$ cat src/rtl/lsu_mem_master.sv
// lsu_mem_master: load/store initiator for a byte-addressed data memory with combinational read data.
// Define LSU_MISALIGN_SPLIT_EN to split misaligned half/word accesses into byte accesses; otherwise they are rejected.
module lsu_mem_master #(
  parameter int ADDR_W = 11
) (
  input  logic              i_clk,
  input  logic              i_reset,
  input  logic              i_req_valid,
  output logic              o_req_ready,
  input  logic              i_req_we,
  input  logic [2:0]        i_req_funct3,
  input  logic [31:0]       i_req_addr,
  input  logic [31:0]       i_req_wdata,
  output logic              o_rsp_valid,
  input  logic              i_rsp_ready,
  output logic [31:0]       o_rsp_rdata,
  output logic              o_rsp_misaligned,
  output logic              o_rsp_illegal,
  output logic [ADDR_W-1:0] o_mem_addr,
  output logic [31:0]       o_mem_wdata,
  output logic [3:0]        o_mem_bmask,
  output logic              o_mem_wren,
  input  logic [31:0]       i_mem_rdata
);
  typedef enum logic [1:0] {S_IDLE, S_ACCESS, S_RESP} state_t;

  state_t            state;
  logic              req_ready_q, rsp_valid_q, rsp_misaligned_q, rsp_illegal_q;
  logic [31:0]       rsp_rdata_q;
  logic [ADDR_W-1:0] mem_addr_q;
  logic [31:0]       mem_wdata_q;
  logic [3:0]        mem_bmask_q;
  logic              mem_wren_q;
  logic              we_p0;
  logic [2:0]        funct3_p0;
  logic [1:0]        lane_p0;

  function automatic logic is_illegal(input logic we, input logic [2:0] f3);
    logic r;
    if (we) r = (f3 > 3'd2);
    else    r = (f3 == 3'd3) || (f3 > 3'd5);
    return r;
  endfunction

  function automatic logic is_misaligned(input logic [1:0] sz, input logic [1:0] a);
    logic r;
    case (sz)
      2'b01:   r = a[0];
      2'b10:   r = (a != 2'b00);
      default: r = 1'b0;
    endcase
    return r;
  endfunction

  function automatic logic [3:0] size_mask(input logic [1:0] sz);
    logic [3:0] r;
    case (sz)
      2'b00:   r = 4'b0001;
      2'b01:   r = 4'b0011;
      default: r = 4'b1111;
    endcase
    return r;
  endfunction

  function automatic logic [31:0] st_format(input logic [31:0] d, input logic [1:0] sz);
    logic [31:0] r;
    case (sz)
      2'b00:   r = {24'd0, d[7:0]};
      2'b01:   r = {16'd0, d[15:0]};
      default: r = d;
    endcase
    return r;
  endfunction

  // Right-aligned data in, sign- or zero-extended result out (funct3[2] selects unsigned).
  function automatic logic [31:0] ld_extend(input logic [31:0] d, input logic [2:0] f3);
    logic [31:0] r;
    case (f3[1:0])
      2'b00:   r = {{24{d[7] & ~f3[2]}}, d[7:0]};
      2'b01:   r = {{16{d[15] & ~f3[2]}}, d[15:0]};
      default: r = d;
    endcase
    return r;
  endfunction

  logic        req_fire, req_illegal, req_misaligned;
  logic        split_more;
  logic [31:0] aligned_ld, ld_result;
  logic        unused_addr_hi;

  assign req_fire       = i_req_valid && req_ready_q;
  assign req_illegal    = is_illegal(i_req_we, i_req_funct3);
  assign req_misaligned = is_misaligned(i_req_funct3[1:0], i_req_addr[1:0]);
  assign aligned_ld     = ld_extend(i_mem_rdata >> {lane_p0, 3'b000}, funct3_p0);
  assign unused_addr_hi = ^i_req_addr[31:ADDR_W];

`ifdef LSU_MISALIGN_SPLIT_EN
  logic        split_p0;
  logic [1:0]  k_p0, last_p0, k_nxt;
  logic [31:0] wdata_p0, asm_p0, asm_next;
  logic [7:0]  wd_byte;

  function automatic logic [1:0] last_idx(input logic [1:0] sz);
    logic [1:0] r;
    case (sz)
      2'b01:   r = 2'd1;
      2'b10:   r = 2'd3;
      default: r = 2'd0;
    endcase
    return r;
  endfunction

  assign k_nxt      = k_p0 + 2'd1;
  assign wd_byte    = wdata_p0[{k_nxt, 3'b000} +: 8];
  assign split_more = split_p0 && (k_p0 != last_p0);
  assign ld_result  = split_p0 ? ld_extend(asm_next, funct3_p0) : aligned_ld;

  // Byte k of a split load comes from the lane of the address currently on the bus.
  always_comb begin
    asm_next = asm_p0;
    asm_next[{k_p0, 3'b000} +: 8] = i_mem_rdata[{mem_addr_q[1:0], 3'b000} +: 8];
  end
`else
  assign split_more = 1'b0;
  assign ld_result  = aligned_ld;
`endif

  always_ff @(posedge i_clk) begin
    if (i_reset) begin
      state            <= S_IDLE;
      req_ready_q      <= 1'b0;
      rsp_valid_q      <= 1'b0;
      rsp_rdata_q      <= '0;
      rsp_misaligned_q <= 1'b0;
      rsp_illegal_q    <= 1'b0;
      mem_addr_q       <= '0;
      mem_wdata_q      <= '0;
      mem_bmask_q      <= '0;
      mem_wren_q       <= 1'b0;
`ifdef LSU_MISALIGN_SPLIT_EN
      k_p0             <= '0;
      split_p0         <= 1'b0;
`endif
    end else begin
      case (state)
        // Request capture
        S_IDLE: begin
          req_ready_q <= 1'b1;
          if (req_fire) begin
            req_ready_q <= 1'b0;
            we_p0       <= i_req_we;
            funct3_p0   <= i_req_funct3;
            lane_p0     <= i_req_addr[1:0];
`ifdef LSU_MISALIGN_SPLIT_EN
            wdata_p0    <= i_req_wdata;
            k_p0        <= '0;
            asm_p0      <= '0;
            split_p0    <= !req_illegal && req_misaligned;
            last_p0     <= last_idx(i_req_funct3[1:0]);
`endif
            if (req_illegal) begin
              state         <= S_RESP;
              rsp_valid_q   <= 1'b1;
              rsp_illegal_q <= 1'b1;
            end else if (req_misaligned) begin
`ifdef LSU_MISALIGN_SPLIT_EN
              state       <= S_ACCESS;
              mem_addr_q  <= i_req_addr[ADDR_W-1:0];
              mem_bmask_q <= 4'b0001;
              mem_wdata_q <= {24'd0, i_req_wdata[7:0]};
              mem_wren_q  <= i_req_we;
`else
              state            <= S_RESP;
              rsp_valid_q      <= 1'b1;
              rsp_misaligned_q <= 1'b1;
`endif
            end else begin
              state       <= S_ACCESS;
              mem_addr_q  <= i_req_addr[ADDR_W-1:0];
              mem_bmask_q <= size_mask(i_req_funct3[1:0]);
              mem_wdata_q <= st_format(i_req_wdata, i_req_funct3[1:0]);
              mem_wren_q  <= i_req_we;
            end
          end
        end
        // Memory access
        S_ACCESS: begin
          if (split_more) begin
`ifdef LSU_MISALIGN_SPLIT_EN
            k_p0        <= k_nxt;
            asm_p0      <= asm_next;
            mem_addr_q  <= mem_addr_q + ADDR_W'(1);
            mem_wdata_q <= {24'd0, wd_byte};
`endif
          end else begin
            state       <= S_RESP;
            rsp_valid_q <= 1'b1;
            rsp_rdata_q <= we_p0 ? '0 : ld_result;
            mem_addr_q  <= '0;
            mem_wdata_q <= '0;
            mem_bmask_q <= '0;
            mem_wren_q  <= 1'b0;
          end
        end
        // Response hold
        S_RESP: begin
          if (i_rsp_ready) begin
            state            <= S_IDLE;
            req_ready_q      <= 1'b1;
            rsp_valid_q      <= 1'b0;
            rsp_rdata_q      <= '0;
            rsp_misaligned_q <= 1'b0;
            rsp_illegal_q    <= 1'b0;
          end
        end
        default: state <= S_IDLE;
      endcase
    end
  end

  assign o_req_ready      = req_ready_q;
  assign o_rsp_valid      = rsp_valid_q;
  assign o_rsp_rdata      = rsp_rdata_q;
  assign o_rsp_misaligned = rsp_misaligned_q;
  assign o_rsp_illegal    = rsp_illegal_q;
  assign o_mem_addr       = mem_addr_q;
  assign o_mem_wdata      = mem_wdata_q;
  assign o_mem_bmask      = mem_bmask_q;
  assign o_mem_wren       = mem_wren_q && !i_reset;
endmodule

$ cat config.mk
export PLATFORM = sky130hd
export DESIGN_NAME = lsu_mem_master
export DESIGN_NICKNAME = d
export VERILOG_FILES = /design/src/rtl/lsu_mem_master.sv
export SDC_FILE = /design/constraint.sdc
export NUM_CORES = 1
export LEC_CHECK = 0
export CORE_ASPECT_RATIO = 0.9
export CORE_UTILIZATION = 30
export CTS_BUF_LIST = sky130_fd_sc_hd__clkbuf_4
export DETAILED_ROUTE_END_ITERATION = 16
export SYNTH_ARGS = -nofsm -noshare
export SYNTH_HDL_FRONTEND = slang
export SYNTH_SLANG_ARGS = --single-unit
$ cat constraint.sdc
create_clock -name i_clk -period 2.1 [get_ports i_clk]
set_input_delay 0.42 -clock i_clk [delete_from_list [all_inputs] [get_ports i_clk]]
set_output_delay 0.42 -clock i_clk [all_outputs]
set_load 0.1 [all_outputs]
# After elaboration in Yosys (flattened, before gate mapping)
# Index checks and enable logic that the tools add are counted.
totals:
  regBits: 92
  input_bits: 104
  output_inout_bits: 84
op_classes:
  n_lt_le_gt_ge: 2
  eq_ne: 13
  n_shift: 1
  n_mux: 43
  bitwise: 4
  reduce_logical: 20
op_table:
  columns: ["cell", "count"]
  rows:
  - ["case mux 32 bit (2 select lines)", 4]
  - ["2-to-1 mux 32 bit", 5]
  - ["2-to-1 mux 11 bit", 3]
  - [">> shifter 32 x 5 -> 32 bit", 1]
  - ["case mux 11 bit (2 select lines)", 1]
  - ["case mux 4 bit (2 select lines)", 2]
  - ["2-to-1 mux 1 bit", 14]
  - ["2-to-1 mux 4 bit", 3]
  - ["!= test 2 bit, second input constant", 6]
  - ["AND reduction 4 bit", 3]
  - ["case mux 1 bit (2 select lines)", 5]
  - ["2-to-1 mux 2 bit", 4]
  - ["nonzero test 2 bit", 4]
  - ["== test 2 x 1 -> 1 bit, second input constant", 3]
  - ["zero test 2 bit", 3]
  - ["case mux 2 bit (3 select lines)", 1]
  - ["AND reduction 2 bit", 3]
  - ["AND reduction 5 bit", 1]
  - ["== test 2 bit, second input constant", 2]
  - ["== test 3 x 2 -> 1 bit, second input constant", 1]
  - ["greater-than comparator 3 x 2 -> 1 bit, second input constant", 1]
  - ["greater-than comparator 3 bit, second input constant", 1]
  - ["!= test 3 bit, second input constant", 1]
  - ["case mux 1 bit (3 select lines)", 1]
  - ["other kinds (7)", 10]

# Longest topological paths before layout
depth:
  depth_word: 6
  depth_mapped: 8

# Worst setup path after synthesis
# No wires, ideal clock.
synth_timing:
  path_kind: "input -> output"
  from: "input i_reset"
  to: "output o_mem_wren"
  t_arrival_ns: 2.309
  t_required_ns: 1.680
  setup_slack_ns: -0.629
  cell_stages: 4
  path_buffers: 3
  cell_sequence: "clkbuf_1 clkbuf_1 clkbuf_1 nor2_1"
synth_between:
  elab_chain_cells: 2
synth_lines:
  columns: ["element", "line_no", "text"]
  rows:
  - ["start: declaration", "7", "input logic i_reset,"]
  - ["zero test 1 bit", "229", "assign o_mem_wren = mem_wren_q && !i_reset;"]
  - ["logical AND 1 bit", "229", null]
  - ["end: declaration", "22", "output logic o_mem_wren,"]
# Every way passes these cells.

# Worst setup path in the final report
layout_timing:
  from: "input i_req_funct3[2]"
  to: "register mem_wdata_q[20] (netlist: o_mem_wdata[20])"
layout_between:
  elab_chain_cells: 5
layout_lines:
  columns: ["element", "line_no", "text"]
  rows:
  - ["start: declaration", "11", "input logic [2:0] i_req_funct3,"]
  - ["greater-than comparator 3 bit or == test 3 x 2 -> 1 bit (tied branches)", "41", "else r = (f3 == 3'd3) || (f3 > 3'd5);"]
  - ["logical OR 1 bit", "41", null]
  - ["2-to-1 mux 1 bit (*)", "40", "if (we) r = (f3 > 3'd2);"]
  - ["!= test 2 bit (no line) (*)", null, null]
  - ["AND reduction 4 bit (no line) (*)", null, null]
  - ["end signal: assignment", "181", "mem_wdata_q <= st_format(i_req_wdata, i_req_funct3[1:0]);"]
  - ["end: declaration", "31", "logic [31:0] mem_wdata_q;"]
# Every way passes the cells marked *; elsewhere a longest branch is shown, timed or not.
# A chain may end at the register's enable or synchronous reset.

==> flow_summary.json <==
{
  "postSynthCellCount": 369,
  "final-instance-count-excl-fill": 727,
  "antenna_cells": 0,
  "cts.sinks": 91,
  "globalRouteOverflowTotal": 0,
  "p_per_area_mw_per_mm2": 836,
  "area_growth_pct": 52.6,
  "syn_nets": 481,
  "maxSlewHeadroom_pct": 67.6,
  "root_buffer": "clkbuf_4",
  "use_met1_pct": 20.1,
  "async_flop_share_pct": 0,
  "synth_enable_flop_cells": 6,
  "regArea_mm2": 0.00188,
  "drive_gt1_share_pct": 32.9,
  "die_x_um": 122,
  "hold_viol": 0,
  "r2r-start": "state[1]",
  "ys_types": 50,
  "fp.dieH_um": 110,
  "start_util_pct": 30.7,
  "dieArea_mm2": 0.0134,
  "drv_cap": 0,
  "path_clk_slew_ns": 0.15,
  "outcome": "finished, final reports clean",
  "fill_cells": 1219,
  "routed_via_density": 4.92,
  "totalWireLength_mm": 11.3,
  "grt_pass1_vias": 3447,
  "clk-insertion-delay-late_ns": 0.46,
  "placed_area_mm2": 0.00570,
  "whs_path_depth": 2,
  "regToRegSetupSlack_ns": 0.20,
  "cp.arrival_ns": 2.32,
  "dr.pass1.iters": 4,
  "grt_max_degree": 47,
  "p_leak_uw": 0.00253,
  "cts.path.max_buffers": 2,
  "io-pin-count": 188,
  "timing.rr.end": "o_mem_wdata[28]",
  "ant_nets": 0,
  "mappedNetlistArea_mm2": 0.00389,
  "reg2reg_depth": 6,
  "synth_area_leaders": "dfxtp_1 (44%), a22o_1 (6.7%), mux2i_1 (4.9%)",
  "use_met3_pct": 5.45,
  "grt-busiest-layer": "met2",
  "antenna_found_initial": 0,
  "tightest_slew_ns": 0.484,
  "grt_util_met2_pct": 26.5,
  "nets": 670,
  "setup.worst_path.start": "i_req_funct3[2]",
  "multi_input_area_mm2": 0.00185,
  "dr.first_iter.drc_count": 170,
  "min_from": "i_req_funct3[1]",
  "drc": 0,
  "grt_use_total_pct": 16.6,
  "cts_hold_buf": 0,
  "crit_required_ns": 2.50,
  "hold_path.class": "input pin to register",
  "crit_type": "input pin to register",
  "dp.cells": 706,
  "maxSlewViolCount": 0,
  "clock_skew_ns": 0.0213,
  "netlist.area_leader.share_pct": 43.7,
  "synth_flop_cell": "dfxtp_1",
  "ctsHtreeMaxLevel": 3,
  "core_mm2": 0.0127,
  "worstSetupStartpointType": "input pin",
  "rows": 39,
  "path_max_fanout": 46,
  "place_congestion": 0.823,
  "vdd_ir_drop_max_mv": 0.513,
  "fin_area_mm2": 0.00594,
  "setup_viol": 0,
  "min_period_over_period_pct": 91.2,
  "max_freq_ghz": 0.522,
  "yosysWarnings": 0,
  "hpwl_mm": 8.38,
  "drt-wirelength-per-cell_um": 15.5,
  "yosysSeqAreaShare_pct": 48.3,
  "syn_avg_cell_area_um2": 10.6,
  "tns_ns": 0,
  "rsz0062_at_grt": "false",
  "io_buffers": 166,
  "ys_ff_latch": 91,
  "cts_buffers": 9,
  "cts_tree": "done",
  "whs_ns": 0.330,
  "end_kind": "register",
  "via_count": 3580,
  "synth_area_leader_cell": "dfxtp_1",
  "holdPathEnd": "funct3_p0[1]",
  "grt_pass1_wl_mm": 17.0,
  "min_period_ns": 1.91
}
-- report_power, final --
| part | switching (µW) | internal, µW | leakage [µW] |
|---|---|---|---|
| registers | 83.9 | 1880 | 0.000742 |
| clock network | 578 | 368 | 0.0000779 |
| logic | 1380 | 675 | 0.00171 |
-- worst max-delay path, stage by stage --
cell and delay [ns]:
clkdlybuf4s50_1 0.52, inv_1 0.10, o311ai_4 0.38, a21oi_2 0.14
a211oi_4 0.29, buf_12 0.25, a22o_2 0.18
-- state kept, by name (all words and copies together) (netlist names) --
| name | cells |
|---|---|
| o_rsp_misaligned | 1 |
| o_rsp_rdata | 32 |
| o_mem_addr | 11 |
| funct3_p0 | 3 |
| o_mem_wdata | 32 |
| o_rsp_valid | 1 |
| o_mem_bmask | 3 |
| lane_p0 | 2 |
| we_p0 | 1 |
| state | 2 |
| o_rsp_illegal | 1 |
| o_req_ready | 1 |
| mem_wren_q | 1 |
-- worst max path at each step --
| stage | slack (ns) | to |
|---|---|---|
| CTS | 0.01 | o_mem_addr[3] |
| floorplan | 0.12 | o_mem_wren |
| global placement | -0.39 | o_mem_wdata[7] |
| detailed placement | -0.48 | o_mem_addr[10] |
| global route | 0.1 | o_rsp_rdata[20] |
| finish | 0.19 | o_mem_wdata[20] |
-- layer usage --
metal / up-vias / wire length (µm)
li1: 1744 / -
met4: 0 / 210
met5: - / 0
met1: 1667 / 4820
met2: 153 / 5100
met3: 16 / 1140
-- metrics by stage --
step	power, µW	worst slack [ns]	utilization [%]
after floorplan	3450	0.124	-
after global placement	4010	-0.388	44.9
after detailed placement	4030	-0.483	44.9
after CTS	4990	0.0146	45.9
after global routing	5220	0.0988	46.8
final	4960	0.185	46.8
-- synthesized netlist by cell type, types with 3 or more instances --
cell / n
nand2_1: 30
buf_2: 6
inv_1: 12
a22o_1: 30
nor2b_1: 3
o21ai_2: 10
a22oi_1: 24
a21o_1: 3
o21ai_0: 29
edfxtp_1: 6
clkbuf_1: 10
a32o_1: 8
mux2_2: 8
dfxtp_1: 85
nand3_1: 3
buf_6: 6
ha_1: 8
a21oi_1: 13
nor2_1: 17
a22o_2: 6
mux2i_1: 19
-- kinds of logic (layout without fill, tap and decap cells) --
logic type	Yosys count	in the layout	synth area share, %
AO/OA/AOI/OAI	137	137	27.1
flip-flops	91	91	48.3
AND/OR/NAND/NOR	66	66	8.93
buffers and inverters	39	233	5.33
multiplexers	28	28	7.78
adder cells (fa/ha/maj)	8	8	2.57
-- repair_timing --
action                                  4_1_cts  5_1_grt
buffers inserted                              0        3
endpoints found under the setup margin        0       45
resized for setup                             0       17
-- placed cells by master (no fill, tap or decap), types with 2 or more instances in the layout --
| cell | synthesis | layout |
|---|---|---|
| buf_4 | 2 | 115 |
| dfxtp_1 | 85 | 84 |
| clkdlybuf4s50_1 | 0 | 80 |
| a22o_1 | 30 | 30 |
| nand2_1 | 30 | 29 |
| o21ai_0 | 29 | 29 |
| a22oi_1 | 24 | 24 |
| mux2i_1 | 19 | 19 |
| nor2_1 | 17 | 16 |
| a21oi_1 | 13 | 13 |
| inv_1 | 12 | 11 |
| o21ai_2 | 10 | 10 |
| clkbuf_4 | 0 | 10 |
| mux2_2 | 8 | 8 |
| a32o_1 | 8 | 8 |
| a22o_2 | 6 | 6 |
| ha_1 | 8 | 6 |
| edfxtp_1 | 6 | 6 |
| nand3_1 | 3 | 3 |
| nor2b_1 | 3 | 3 |
| a21o_1 | 3 | 3 |
| clkinv_2 | 0 | 3 |
| buf_12 | 0 | 3 |
| nor2_4 | 1 | 2 |
| o211ai_1 | 2 | 2 |
| a211oi_1 | 2 | 2 |
| buf_8 | 0 | 2 |
| dlymetal6s2s_1 | 0 | 2 |
| buf_6 | 6 | 2 |
-- cell type report --
cell class | instances | share of cell area [%]
clock buffers | 10 | 1.26
inverters | 12 | 0.758
well taps | 164 | 3.45
repair buffers | 205 | 30.7
multi-input cells | 239 | 31.1
clock inverters | 6 | 0.927
flip-flops and latches | 91 | 31.7
No activity file was read; power rests on OpenSTA's default activity.
